$ cat config.mk
export PLATFORM = sky130hd
export DESIGN_NAME = mic1_exec_ctrl
export DESIGN_NICKNAME = d
export VERILOG_FILES = /design/src/rtl/mic1_exec_ctrl.sv
export SDC_FILE = /design/constraint.sdc
export NUM_CORES = 1
export LEC_CHECK = 0
export CORE_ASPECT_RATIO = 1.75
export CORE_MARGIN = 2
export CORE_UTILIZATION = 45
export DETAILED_ROUTE_END_ITERATION = 6
export PLACE_DENSITY = 0.74
export SLEW_MARGIN = 20
export SYNTH_ARGS = -nofsm -noshare
export SYNTH_HDL_FRONTEND = slang
export SYNTH_SLANG_ARGS = --single-unit
$ cat constraint.sdc
create_clock -name clk -period 5.8 [get_ports clk]
set_clock_uncertainty 0.15 [all_clocks]
set_input_delay 1.74 -clock clk [delete_from_list [all_inputs] [get_ports clk]]
set_output_delay 1.74 -clock clk [all_outputs]
set_load 0.02 [all_outputs]
$ cat src/rtl/mic1_exec_ctrl.sv
// mic1_exec_ctrl: debounced front-panel run/step/stop/reset controller for the MIC-1 datapath.
// Optional breakpoint unit (bp_addr/bp_valid ports) is compiled in with `define MIC1_BREAKPOINT_EN.
module mic1_exec_ctrl #(
  parameter int DEBOUNCE_CYCLES = 4,
  parameter int CNT_W           = 16
) (
  input  logic             clk,
  input  logic             reset,
  input  logic [3:0]       button,
  input  logic             halt_in,
  input  logic [8:0]       mpc,
`ifdef MIC1_BREAKPOINT_EN
  input  logic [8:0]       bp_addr,
  input  logic [0:0]       bp_valid,
`endif
  output logic             cpu_en,
  output logic             cpu_rst,
  output logic             led_run_status,
  output logic             led_idle,
  output logic             led_halted,
  output logic [3:0]       led_run_step,
  output logic [CNT_W-1:0] cycle_count
);

  localparam logic [1:0] S_IDLE   = 2'd0;
  localparam logic [1:0] S_RUN    = 2'd1;
  localparam logic [1:0] S_STEP   = 2'd2;
  localparam logic [1:0] S_HALTED = 2'd3;

  localparam int DW = (DEBOUNCE_CYCLES > 1) ? $clog2(DEBOUNCE_CYCLES) : 1;
  localparam logic [DW-1:0] LAST = DW'(DEBOUNCE_CYCLES - 1);
  localparam logic [CNT_W-1:0] CNT_MAX = {CNT_W{1'b1}};

  logic [3:0] press;

  genvar gi;
  generate
    for (gi = 0; gi < 4; gi++) begin : gen_db
      logic          sync_a_reg;
      logic          sync_b_reg;
      logic          latched_reg;
      logic          press_reg;
      logic [DW-1:0] cnt_reg;

      // latched_reg remembers an accepted press; it re-arms only after a stable low run.
      always_ff @(posedge clk or posedge reset) begin
        if (reset) begin
          sync_a_reg  <= 1'b0;
          sync_b_reg  <= 1'b0;
          latched_reg <= 1'b0;
          press_reg   <= 1'b0;
          cnt_reg     <= '0;
        end else begin
          sync_a_reg <= button[gi];
          sync_b_reg <= sync_a_reg;
          press_reg  <= 1'b0;
          if (sync_b_reg == latched_reg) begin
            cnt_reg <= '0;
          end else if (cnt_reg == LAST) begin
            cnt_reg     <= '0;
            latched_reg <= sync_b_reg;
            press_reg   <= sync_b_reg;
          end else begin
            cnt_reg <= cnt_reg + DW'(1);
          end
        end
      end

      assign press[gi] = press_reg;
    end
  endgenerate

  // Priority: CPU_RESET > STOP > STEP > RUN; losers in the same cycle are dropped.
  logic cmd_reset, cmd_stop, cmd_step, cmd_run;
  assign cmd_reset = press[1];
  assign cmd_stop  = press[3] & ~press[1];
  assign cmd_step  = press[2] & ~press[3] & ~press[1];
  assign cmd_run   = press[0] & ~press[2] & ~press[3] & ~press[1];

  logic bp_hit;
`ifdef MIC1_BREAKPOINT_EN
  assign bp_hit = bp_valid[0] && (mpc == bp_addr);
`else
  logic unused_mpc;
  assign unused_mpc = ^mpc;
  assign bp_hit     = 1'b0;
`endif

  logic [1:0] state_reg, state_next;
  logic [3:0] step_next;

  always_comb begin
    state_next = state_reg;
    step_next  = led_run_step;
    if (cmd_reset) begin
      state_next = S_IDLE;
      step_next  = 4'd0;
    end else begin
      case (state_reg)
        S_IDLE: begin
          if (cmd_step) begin
            state_next = S_STEP;
          end else if (cmd_run) begin
            state_next = S_RUN;
            step_next  = 4'd0;
          end
        end
        S_RUN: begin
          // A halt in the same cycle as STOP/breakpoint must still land in HALTED.
          if (halt_in) state_next = S_HALTED;
          else if (cmd_stop || bp_hit) state_next = S_IDLE;
        end
        S_STEP: begin
          step_next  = led_run_step + 4'd1;
          state_next = halt_in ? S_HALTED : S_IDLE;
        end
        default: state_next = S_HALTED;
      endcase
    end
  end

  always_ff @(posedge clk or posedge reset) begin
    if (reset) begin
      state_reg    <= S_IDLE;
      cpu_en       <= 1'b0;
      cpu_rst      <= 1'b0;
      led_run_step <= 4'd0;
      cycle_count  <= '0;
    end else begin
      state_reg    <= state_next;
      cpu_en       <= (state_next == S_RUN) || (state_next == S_STEP);
      cpu_rst      <= cmd_reset;
      led_run_step <= step_next;
      if (cmd_reset) cycle_count <= '0;
      else if (cpu_en && cycle_count != CNT_MAX) cycle_count <= cycle_count + CNT_W'(1);
    end
  end

  assign led_idle       = (state_reg == S_IDLE);
  assign led_run_status = (state_reg == S_RUN);
  assign led_halted     = (state_reg == S_HALTED);

endmodule
# After elaboration in Yosys (flattened, before gate mapping)
# Cells that the tools add are included.
[totals]
ff_bits = 48
in_bits = 16
word_cells = 99
[op_classes]
add_sub_neg = 6
eq_ne = 16
n_mux = 29
n_bitwise = 13
n_reduce_logical = 10
[op_table]
columns = ["operator", "n"]
rows = [
  ["$mux 16", 2],
  ["$mux 2", 14],
  ["$add 16x1->16 const B", 1],
  ["$ne 16x16->1 const B", 1],
  ["$eq 2x2->1 const B", 7],
  ["$mux 4", 3],
  ["$add 2x1->2 const B", 4],
  ["$mux 1", 8],
  ["$pmux 4 s2", 1],
  ["$reduce_and 2->1", 4],
  ["$not 1->1", 7],
  ["$and 1x1->1", 6],
  ["$pmux 2 s3", 1],
  ["$add 4x1->4 const B", 1],
  ["$eq 1x1->1", 4],
  ["$eq 2x1->1 const B", 2],
  ["$ne 3x1->1 const B", 1],
  ["$ne 3x3->1 const B", 1],
  ["$reduce_and 3->1", 1],
  ["$reduce_bool 3->1", 1],
  ["$logic_not 2->1", 1],
  ["$reduce_bool 2->1", 1],
  ["$logic_and 1x1->1", 1],
  ["$logic_or 1x1->1", 1],
]

# Longest topological paths before layout
# Gate-level depths: netlist (run 1).
[logic_depth]
word_depth = 10
ltp_mapped = 5
mapped_depth_nobuf = 5

# Worst setup path before layout (run 1)
# OpenSTA, ideal clock, no wires.
[synth_timing]
path_type = "flip-flop to output port"
from = "register state_reg[0]"
to = "output port led_run_status"
arrival_time_ps = 953
path_slack_ps = 2957
path_stages_with_launch = 3
cell_sequence = "dfrtp_1 clkbuf_1 nor2b_1"
[synth_via]
elab_chain_len = 1
[synth_lines]
columns = ["element", "line", "source"]
rows = [
  ["from (decl)", "89", "logic [1:0] state_reg, state_next;"],
  ["from (signal assigned)", "130", "state_reg <= state_next;"],
  ["$eq 2x1->1", "140", "assign led_run_status = (state_reg == S_RUN);"],
  ["to (decl)", "18", "output logic led_run_status,"],
]
# Every way passes these cells.

# Final worst setup path (run 1)
# Ends and elaborated chain as after synthesis.

==> out/metrics.cfg, run 1 <==
[synth]
yosys_most_used_dff = dfrtp_1
synth-edff-count = 0
synth-seq-area-share_pct = 57.0
synth_seq_cells = 48
yosys_warnings = 0
ys_types = 41
syn_area_sq_mm = 0.00211
postSynthAreaPerCell_sq_um = 11.5
async_flop_share_pct = 100
netlist_instances = 184
synth_nets = 206

[floorplan]
die_w_um = 55.7
die_h_um = 94.5
start_util_pct = 46.0
core_area_sq_mm = 0.00458
fp-row-count = 33
dieArea_sq_mm = 0.00527
io_pins = 41

[layout]
layout.nets = 239
syn2layout_area_growth_pct = 21.3
fill_cells = 399
fin_cells = 270
largest_register_ffs = 16
n_antenna_cell = 0
drive_gt1_share_pct = 8.72

[timing]
fin_crit_sh_pct = 60.7
rsz0062_at_grt = false
tightest_slew_ps = 809
finalSetupViolCount = 0
finalHoldViolations = 0
timing.fmax_mhz = 284
fin_crit_ps = 3520
finalMaxSlewViolations = 0
slew_headroom_pct = 46.0
tns_ps = 0

[clock_network]
insertion_delay_ps = 290
clock_path_buffers = 2
holdBufCountCts = 0
ctsHtreeMaxLevel = 2
cts_buffers = 5
postCtsSetupRepairBufs = 0
clk_pin_slew_ps = 80
clkSinkCount = 48
postCtsResizedCells = 0
root_buffer = clkbuf_8
tritoncts = done

[critical_path]
reg2reg_slack_ps = 3720
crit_path_max_fanout = 12
crit_required_ps = 3910
r2r-start = cycle_count[0]$_DFFE_PP0P_
start_kind = register
timing.rr.end = cycle_count[14]$_DFFE_PP0P_
ff2ff_path_depth = 5
crit_arrival_ps = 1630
path_class = register to output port
worstSetupEndpointType = output port

[drt]
vias = 1538
wl_per_cell_um = 13.9
first_pass_iters = 4
drt-total-wl_mm = 3.74
vias_per_cell = 5.70
dr_wl_met3_um = 120
wirelength_met1_mm = 1.57
drtIter0Drc = 50
top_layer = met4
met2_wirelength_mm = 2.03
drc = 0
ant_nets = 0

[run_status]
status = finished, final reports clean

[hold_path]
holdPathStages = 0
worstHoldStart = gen_db[1].sync_a_reg$_DFF_PP0_
min_to = gen_db[1].sync_b_reg$_DFF_PP0_
min_path_type = register to register

[placement]
finalWeightedCongestion = 0.800
place_inst = 262
numPortBuffers = 31
dp_hpwl_mm = 2.60

[run]
drv_cap = 0

[global_route]
grt_pass1_wl_mm = 6.48
antenna_found_initial = 0
grtUsageTotal_pct = 15.7
grt_pass1_vias = 1463
grt_max_degree = 49
overflow = 0

[power_and_ir_drop]
ir_drop_mv = 0.251
p_per_area_mw_per_mm2 = 369
leakage_nw = 1.10

-- power breakdown --
group          switching [W]  internal (W)
sequential         0.0000737      0.000404
clock               0.000106     0.0000952
combinational       0.000121      0.000145
-- layout by cell type (no fill, tap or decap), drive strengths merged, types with 4 or more instances in the layout --
| cell | Yosys | final |
|---|---|---|
| or3 | 4 | 4 |
| o21ai | 6 | 6 |
| nor2b | 5 | 5 |
| nor2 | 16 | 16 |
| nand4 | 4 | 4 |
| a21oi | 12 | 12 |
| nor3 | 9 | 9 |
| clkdlybuf4s50 | 0 | 31 |
| xnor2 | 4 | 4 |
| nand3 | 7 | 7 |
| o31ai | 6 | 6 |
| nand2 | 5 | 5 |
| ha | 6 | 6 |
| mux2 | 5 | 5 |
| or4 | 4 | 4 |
| inv | 5 | 4 |
| dfrtp | 48 | 48 |
| clkbuf | 5 | 6 |
-- logic make-up after synthesis --
family	after synthesis	synth area share [%]
adder cells (fa/ha/maj)	6	3.56
buffers and inverters	10	1.84
multiplexers	8	4.10
flip-flops	48	57.0
AND/OR/NAND/NOR	71	19.2
XOR/XNOR	5	2.08
AO/OA/AOI/OAI	36	12.2
-- how the worst max path moves through the flow --
stage / startpoint / end / slack (ps) / cells after the start
6_report: state_reg[0]$_DFF_PP0_ / led_run_status / 2280 / 2
5_1_grt: state_reg[0]$_DFF_PP0_ / led_run_status / 2170 / 2
4_1_cts: state_reg[0]$_DFF_PP0_ / led_halted / 2260 / 2
3_5_place_dp: state_reg[0]$_DFF_PP0_ / led_halted / 2590 / 2
3_3_place_gp: state_reg[0]$_DFF_PP0_ / led_run_status / 2600 / 2
2_1_floorplan: reset / cmd_reset$_DFF_PP0_ / 2770 / 1
-- per-stage QoR --
step | hold WS, ps | util (%) | total power (W) | worst slack [ps] | cell area, sq um
5_1_grt | 211 | 55.8 | 0.00101 | 2170 | 2560
3_5_place_dp | 186 | 53.7 | 0.000755 | 2590 | 2460
6_report | 204 | 55.8 | 0.000944 | 2280 | 2560
3_3_place_gp | 182 | 53.7 | 0.000745 | 2600 | 2460
4_1_cts | 206 | 55.7 | 0.000960 | 2260 | 2550
2_1_floorplan | 181 | - | 0.000652 | 2770 | 2110
-- cell type report --
type	count	area [sq um]	area share, %
sequential	48	1200	47.0
multi-input combinational	126	867	33.9
timing repair buffer	31	310	12.1
clock buffer	6	82.6	3.23
tap	52	65.1	2.55
inverter	5	20.0	0.783
clock inverter	2	10.0	0.392
-- critical path, cell delays in order, from the launching register on --
cell and delay [ps]:
dfrtp_1 560, nor2b_1 170, clkdlybuf4s50_1 610
-- cells in the mapped netlist (all sizes together) (2+ instances only) --
library cell,n,share of area [%]
dfrtp,48,57
nor2,16,2.9
a21oi,12,2.9
nor3,9,2.1
nand3,7,1.7
ha,6,3.6
o21ai,6,1.4
o31ai,6,2.1
clkbuf,5,0.95
inv,5,0.89
mux2,5,2.7
nand2,5,0.89
nor2b,5,1.5
nand4,4,1.8
or3,4,1.2
or4,4,1.4
xnor2,4,1.7
and3b,3,1.2
mux2i,3,1.4
nand2b,3,0.89
nor4,3,0.89
a22oi,2,0.71
and3,2,0.59
and4,2,0.83
o21bai,2,0.71
-- per-layer routing --
metal	vias to the layer above	global-route usage (%)
li1	742	-
met1	766	16.5
met2	28	29.4
met3	2	4.25
met4	0	6.10
met5	-	0
No activity file was read; power rests on OpenSTA's default activity.
==> run 2, diff against run 1 <==
==> constraint.sdc (replaced) <==
create_clock -name clk -period 3.45 [get_ports clk]
set_clock_uncertainty 0.15 [all_clocks]
set_input_delay 1.035 -clock clk [delete_from_list [all_inputs] [get_ports clk]]
set_output_delay 1.035 -clock clk [all_outputs]
set_load 0.02 [all_outputs]
==> run 2 against run 1 <==
Critical path depth is the same. Final cell count is 0.37% higher. Clock power is 130% higher. Final area grew 2.0%. Core utilization rose by 1.1 points. Die area unchanged. Sequential share of layout area fell by 0.90 points. Sequential cell count unchanged. Global-route usage is 0.83 points higher. Combinational power is 71% higher.
==> out/metrics.cfg, run 2 (synthesis results as in run 1) <==
[drt]
drtIter0Drc = 29
vias = 1542
vias_per_cell = 5.69
first_pass_iters = 4
wl_per_cell_um = 14.2
drt-total-wl_mm = 3.84
ant_nets = 0
drc = 0

[timing]
tightest_slew_ps = 758
fin_crit_ps = 2820
slew_headroom_pct = 49.5
tns_ps = 0
finalMaxSlewViolations = 0
rsz0062_at_grt = false
hold_ws_ps = 205
fin_crit_sh_pct = 81.9
finalSetupViolCount = 0
timing.fmax_mhz = 354
finalHoldViolations = 0

[global_route]
antenna_found_initial = 0
grt_max_degree = 31
grt_pass1_wl_mm = 6.78
overflow = 0
grtUsageTotal_pct = 16.5
grt_pass1_vias = 1565

[layout]
drive_gt1_share_pct = 9.13
mostFrequentLayoutCells = dfrtp_1, clkdlybuf4s50_1, nor2_1, a21oi_1, nor3_1
largest_register_ffs = 16
final_common_cell = dfrtp_1
layout.nets = 241
fill_cells = 393
syn2layout_area_growth_pct = 23.7
n_antenna_cell = 0

[placement]
numPortBuffers = 31
finalWeightedCongestion = 0.844
dp_hpwl_mm = 2.77

[critical_path]
crit_arrival_ps = 1640
critPathSlowestCell = clkdlybuf4s50_1
worstSetupEndpointType = output port
cp_top_family = buffers and inverters
path_class = register to output port
crit_cells = 2
crit_path_max_fanout = 12
crit_chain = nor2b_1 -> clkdlybuf4s50_1
start_kind = register
max_stage_delay_ps = 610
ff2ff_path_depth = 5
critical_path_buf_inv_count = 1
crit_required_ps = 2260

[clock_network]
insertion_delay_ps = 300
ctsHtreeMaxLevel = 2
cts_buffers = 5
holdBufCountCts = 0
root_buffer = clkbuf_8
postCtsSetupRepairBufs = 0
clk_pin_slew_ps = 90
postCtsResizedCells = 0
tritoncts = done
clock_path_buffers = 2
clkSinkCount = 48

[floorplan]
io_pins = 41
die_w_um = 55.7
dieArea_sq_mm = 0.00527
start_util_pct = 46.0
die_h_um = 94.5
fp-row-count = 33
core_area_sq_mm = 0.00458

[power_and_ir_drop]
p_clk_share_pct = 27.0
ir_drop_mv = 0.526
p_int_w = 0.00121
comb_power_share_pct = 26.2
p_sw_w = 0.000512
leakage_nw = 1.12
fin_total_pwr_w = 0.00172
switching_share_pct = 29.7
p_per_area_mw_per_mm2 = 661
power_frac_seq_pct = 46.7

[hold_path]
min_path_type = register to register
holdPathStages = 0

[run]
drv_cap = 0

[run_status]
status = finished, final reports clean

run 2: cell count changes in the layout (fill, tap and decap cells not counted), sizes merged:
cell and change:
clkinv -3, buf +2, bufinv +2, clkbuf -1
inv +1
run 2: final cells by class:
type | count | area [sq um] | share of cell area [%]
Inverter | 5 | 18.8 | 0.720
Clock inverter | 2 | 60.1 | 2.30
Timing Repair Buffer | 33 | 325 | 12.5
Tap cell | 52 | 65.1 | 2.50
Clock buffer | 5 | 68.8 | 2.64
Multi-Input combinational cell | 126 | 867 | 33.3
Sequential cell | 48 | 1200 | 46.1
run 2: per-layer routing:
layer	GRT usage (%)	up-vias	share of wire, %
li1	-	743	-
met1	17.9	749	39
met2	29.7	40	53
met3	3.70	10	4.3
met4	8.94	0	3.1
met5	0	-	0
run 2: per-stage QoR:
stage	utilization, %	setup slack (ps)	cell area [sq um]	instances
finish	56.9	625	2610	271
global route	56.9	525	2610	271
CTS	56.9	611	2610	271
detailed placement	54.1	944	2480	264
global placement	54.1	958	2480	264
floorplan	-	1120	2110	184
run 2: path summary, 6_finish.rpt:
check / from / to / slack (ps)
max: state_reg[0]$_DFF_PP0_ / led_run_status / 630
min: gen_db[1].sync_a_reg$_DFF_PP0_ / gen_db[1].sync_b_reg$_DFF_PP0_ / 200
max reg2reg: cycle_count[0]$_DFFE_PP0P_ / cycle_count[2]$_DFFE_PP0P_ / 1360
min reg2reg: gen_db[1].sync_a_reg$_DFF_PP0_ / gen_db[1].sync_b_reg$_DFF_PP0_ / 200
max in group asynchronous: reset / state_reg[1]$_DFF_PP0_ / 1590
min in group asynchronous: reset / cycle_count[10]$_DFFE_PP0P_ / 970
run 2: power groups by stage:
stage,combinational (W),sequential [W],clock [W]
floorplan,0.000279,0.000816,0
global placement,0.000444,0.000811,0
detailed placement,0.000458,0.000819,0
CTS,0.000462,0.000807,0.000475
global route,0.000503,0.000828,0.000499
finish,0.000452,0.000804,0.000465
==> run 3, diff against run 2 <==
==> constraint.sdc (replaced) <==
create_clock -name clk -period 2.94 [get_ports clk]
set_clock_uncertainty 0.15 [all_clocks]
set_input_delay 0.882 -clock clk [delete_from_list [all_inputs] [get_ports clk]]
set_output_delay 0.882 -clock clk [all_outputs]
set_load 0.02 [all_outputs]
==> run 3 against run 2 <==
Final cell count unchanged. Wire length up 2.6%. Worst hold slack lost 3.2 ps. Sequential share of layout area increased by 0.61 points. Via count up 0.26%. Highest routed layer unchanged. Critical path depth did not move.
==> out/metrics.cfg, run 3 (synthesis results as in run 1) <==
[layout]
fill_cells = 411
final_common_cell = dfrtp_1
layout.nets = 240
largest_register_ffs = 16
mostFrequentLayoutCells = dfrtp_1, clkdlybuf4s50_1, nor2_1, a21oi_1, nor3_1
fin_util_pct = 56.1
syn2layout_area_growth_pct = 22.1
n_antenna_cell = 0
drive_gt1_share_pct = 8.22

[placement]
dp_hpwl_mm = 2.85
numPortBuffers = 31
finalWeightedCongestion = 0.846
post-place-ws_ps = 611

[power_and_ir_drop]
p_clk_share_pct = 21.3
ir_drop_mv = 0.458
leakage_nw = 1.11
p_per_area_mw_per_mm2 = 729
p_int_w = 0.00128
comb_power_share_pct = 28.4
switching_share_pct = 31.9
power_frac_seq_pct = 50.3
fin_total_pwr_w = 0.00188
p_sw_w = 0.000598

[timing]
rsz0062_at_grt = false
tightest_slew_ps = 795
fin_crit_sh_pct = 90.3
tns_ps = 0
hold_ws_ps = 201
setup_slack_ps = 285
finalSetupViolCount = 0
finalMaxSlewViolations = 0
slew_headroom_pct = 47.0
timing.fmax_mhz = 377
finalHoldViolations = 0
fin_crit_ps = 2650

[critical_path]
crit_chain = nor2b_1 -> clkdlybuf4s50_1
worstSetupEndpointType = output port
critical_path_buf_inv_count = 1
crit_cells = 2
max_stage_delay_ps = 600
critPathSlowestCell = clkdlybuf4s50_1
crit_path_max_fanout = 12
crit_required_ps = 1910
path_class = register to output port
crit_arrival_ps = 1620
ff2ff_path_depth = 5
reg2reg_slack_ps = 850
timing.rr.end = cycle_count[14]$_DFFE_PP0P_
start_kind = register
cp_top_family = buffers and inverters
r2r-start = cycle_count[0]$_DFFE_PP0P_

[global_route]
grt_pass1_wl_mm = 6.87
antenna_found_initial = 0
grtUsageTotal_pct = 16.9
grt_pass1_vias = 1548
grt_max_degree = 29
overflow = 0

[run_status]
status = finished, final reports clean

[floorplan]
start_util_pct = 46.0
core_area_sq_mm = 0.00458
fp-row-count = 33
io_pins = 41
die_w_um = 55.7
die_h_um = 94.5
dieArea_sq_mm = 0.00527

[clock_network]
holdBufCountCts = 0
clk_pin_slew_ps = 80
postCtsResizedCells = 0
cts_buffers = 5
root_buffer = clkbuf_8
ctsHtreeMaxLevel = 2
postCtsSetupRepairBufs = 0
tritoncts = done
insertion_delay_ps = 300
clock_path_buffers = 2
clkSinkCount = 48

[drt]
drt-total-wl_mm = 3.94
ant_nets = 0
wl_per_cell_um = 14.5
drtIter0Drc = 30
drc = 0
first_pass_iters = 4
vias_per_cell = 5.70
vias = 1546

[hold_path]
worstHoldStart = gen_db[1].sync_a_reg$_DFF_PP0_
min_path_type = register to register
min_to = gen_db[1].sync_b_reg$_DFF_PP0_
holdPathStages = 0

[run]
drv_cap = 0

[run 3: cell count changes in the layout (fill, tap and decap cells not counted), sizes merged]
cell and change:
bufinv -2, clkbuf +3, buf -1
[run 3: routing by layer]
layer / track usage, % / up-vias / part of all wire, %
li1: - / 744 / -
met1: 18.0 / 759 / 39
met2: 30.0 / 34 / 54
met3: 3.56 / 9 / 3.6
met4: 11.0 / 0 / 2.9
met5: 0 / - / 0
[run 3: worst max path at each step]
stage / endpoint / from / slack [ps]
finish: led_run_status / state_reg[0]$_DFF_PP0_ / 290
global route: led_run_status / state_reg[0]$_DFF_PP0_ / 160
CTS: led_run_status / state_reg[0]$_DFF_PP0_ / 270
detailed placement: led_run_status / state_reg[0]$_DFF_PP0_ / 610
global placement: led_run_status / state_reg[0]$_DFF_PP0_ / 580
floorplan: cmd_reset$_DFF_PP0_ / reset / 760
[run 3: through the flow]
stage	cell area, sq um	instances
after floorplan	2110	184
after global placement	2480	263
after detailed placement	2480	263
after CTS	2570	271
after global routing	2570	271
final	2570	271
[run 3: power by group through the flow]
stage / logic [W] / registers [W] / clock network, W
after CTS: 0.000546 / 0.000947 / 0.000413
after global routing: 0.000590 / 0.000973 / 0.000444
final: 0.000534 / 0.000944 / 0.000399
after floorplan: 0.000327 / 0.000958 / 0
after detailed placement: 0.000542 / 0.000961 / 0
after global placement: 0.000523 / 0.000951 / 0
[run 3: area by class of cell]
type                       instances  area [sq um]  share of cell area, %
inverter                           5          18.8                  0.730
multi-input combinational        126           867                   33.7
sequential                        48          1200                   46.7
tap                               52          65.1                   2.53
timing repair buffer              32           330                   12.8
clock buffer                       8          90.1                   3.50
[run 3: worst reg2reg max path: cells and delay by family (launching register included)]
kind | cells | cell delay (ps)
fa+ha+maj | 1 | 230
flops | 1 | 430
simple gates | 3 | 1050
compound gates | 1 | 150
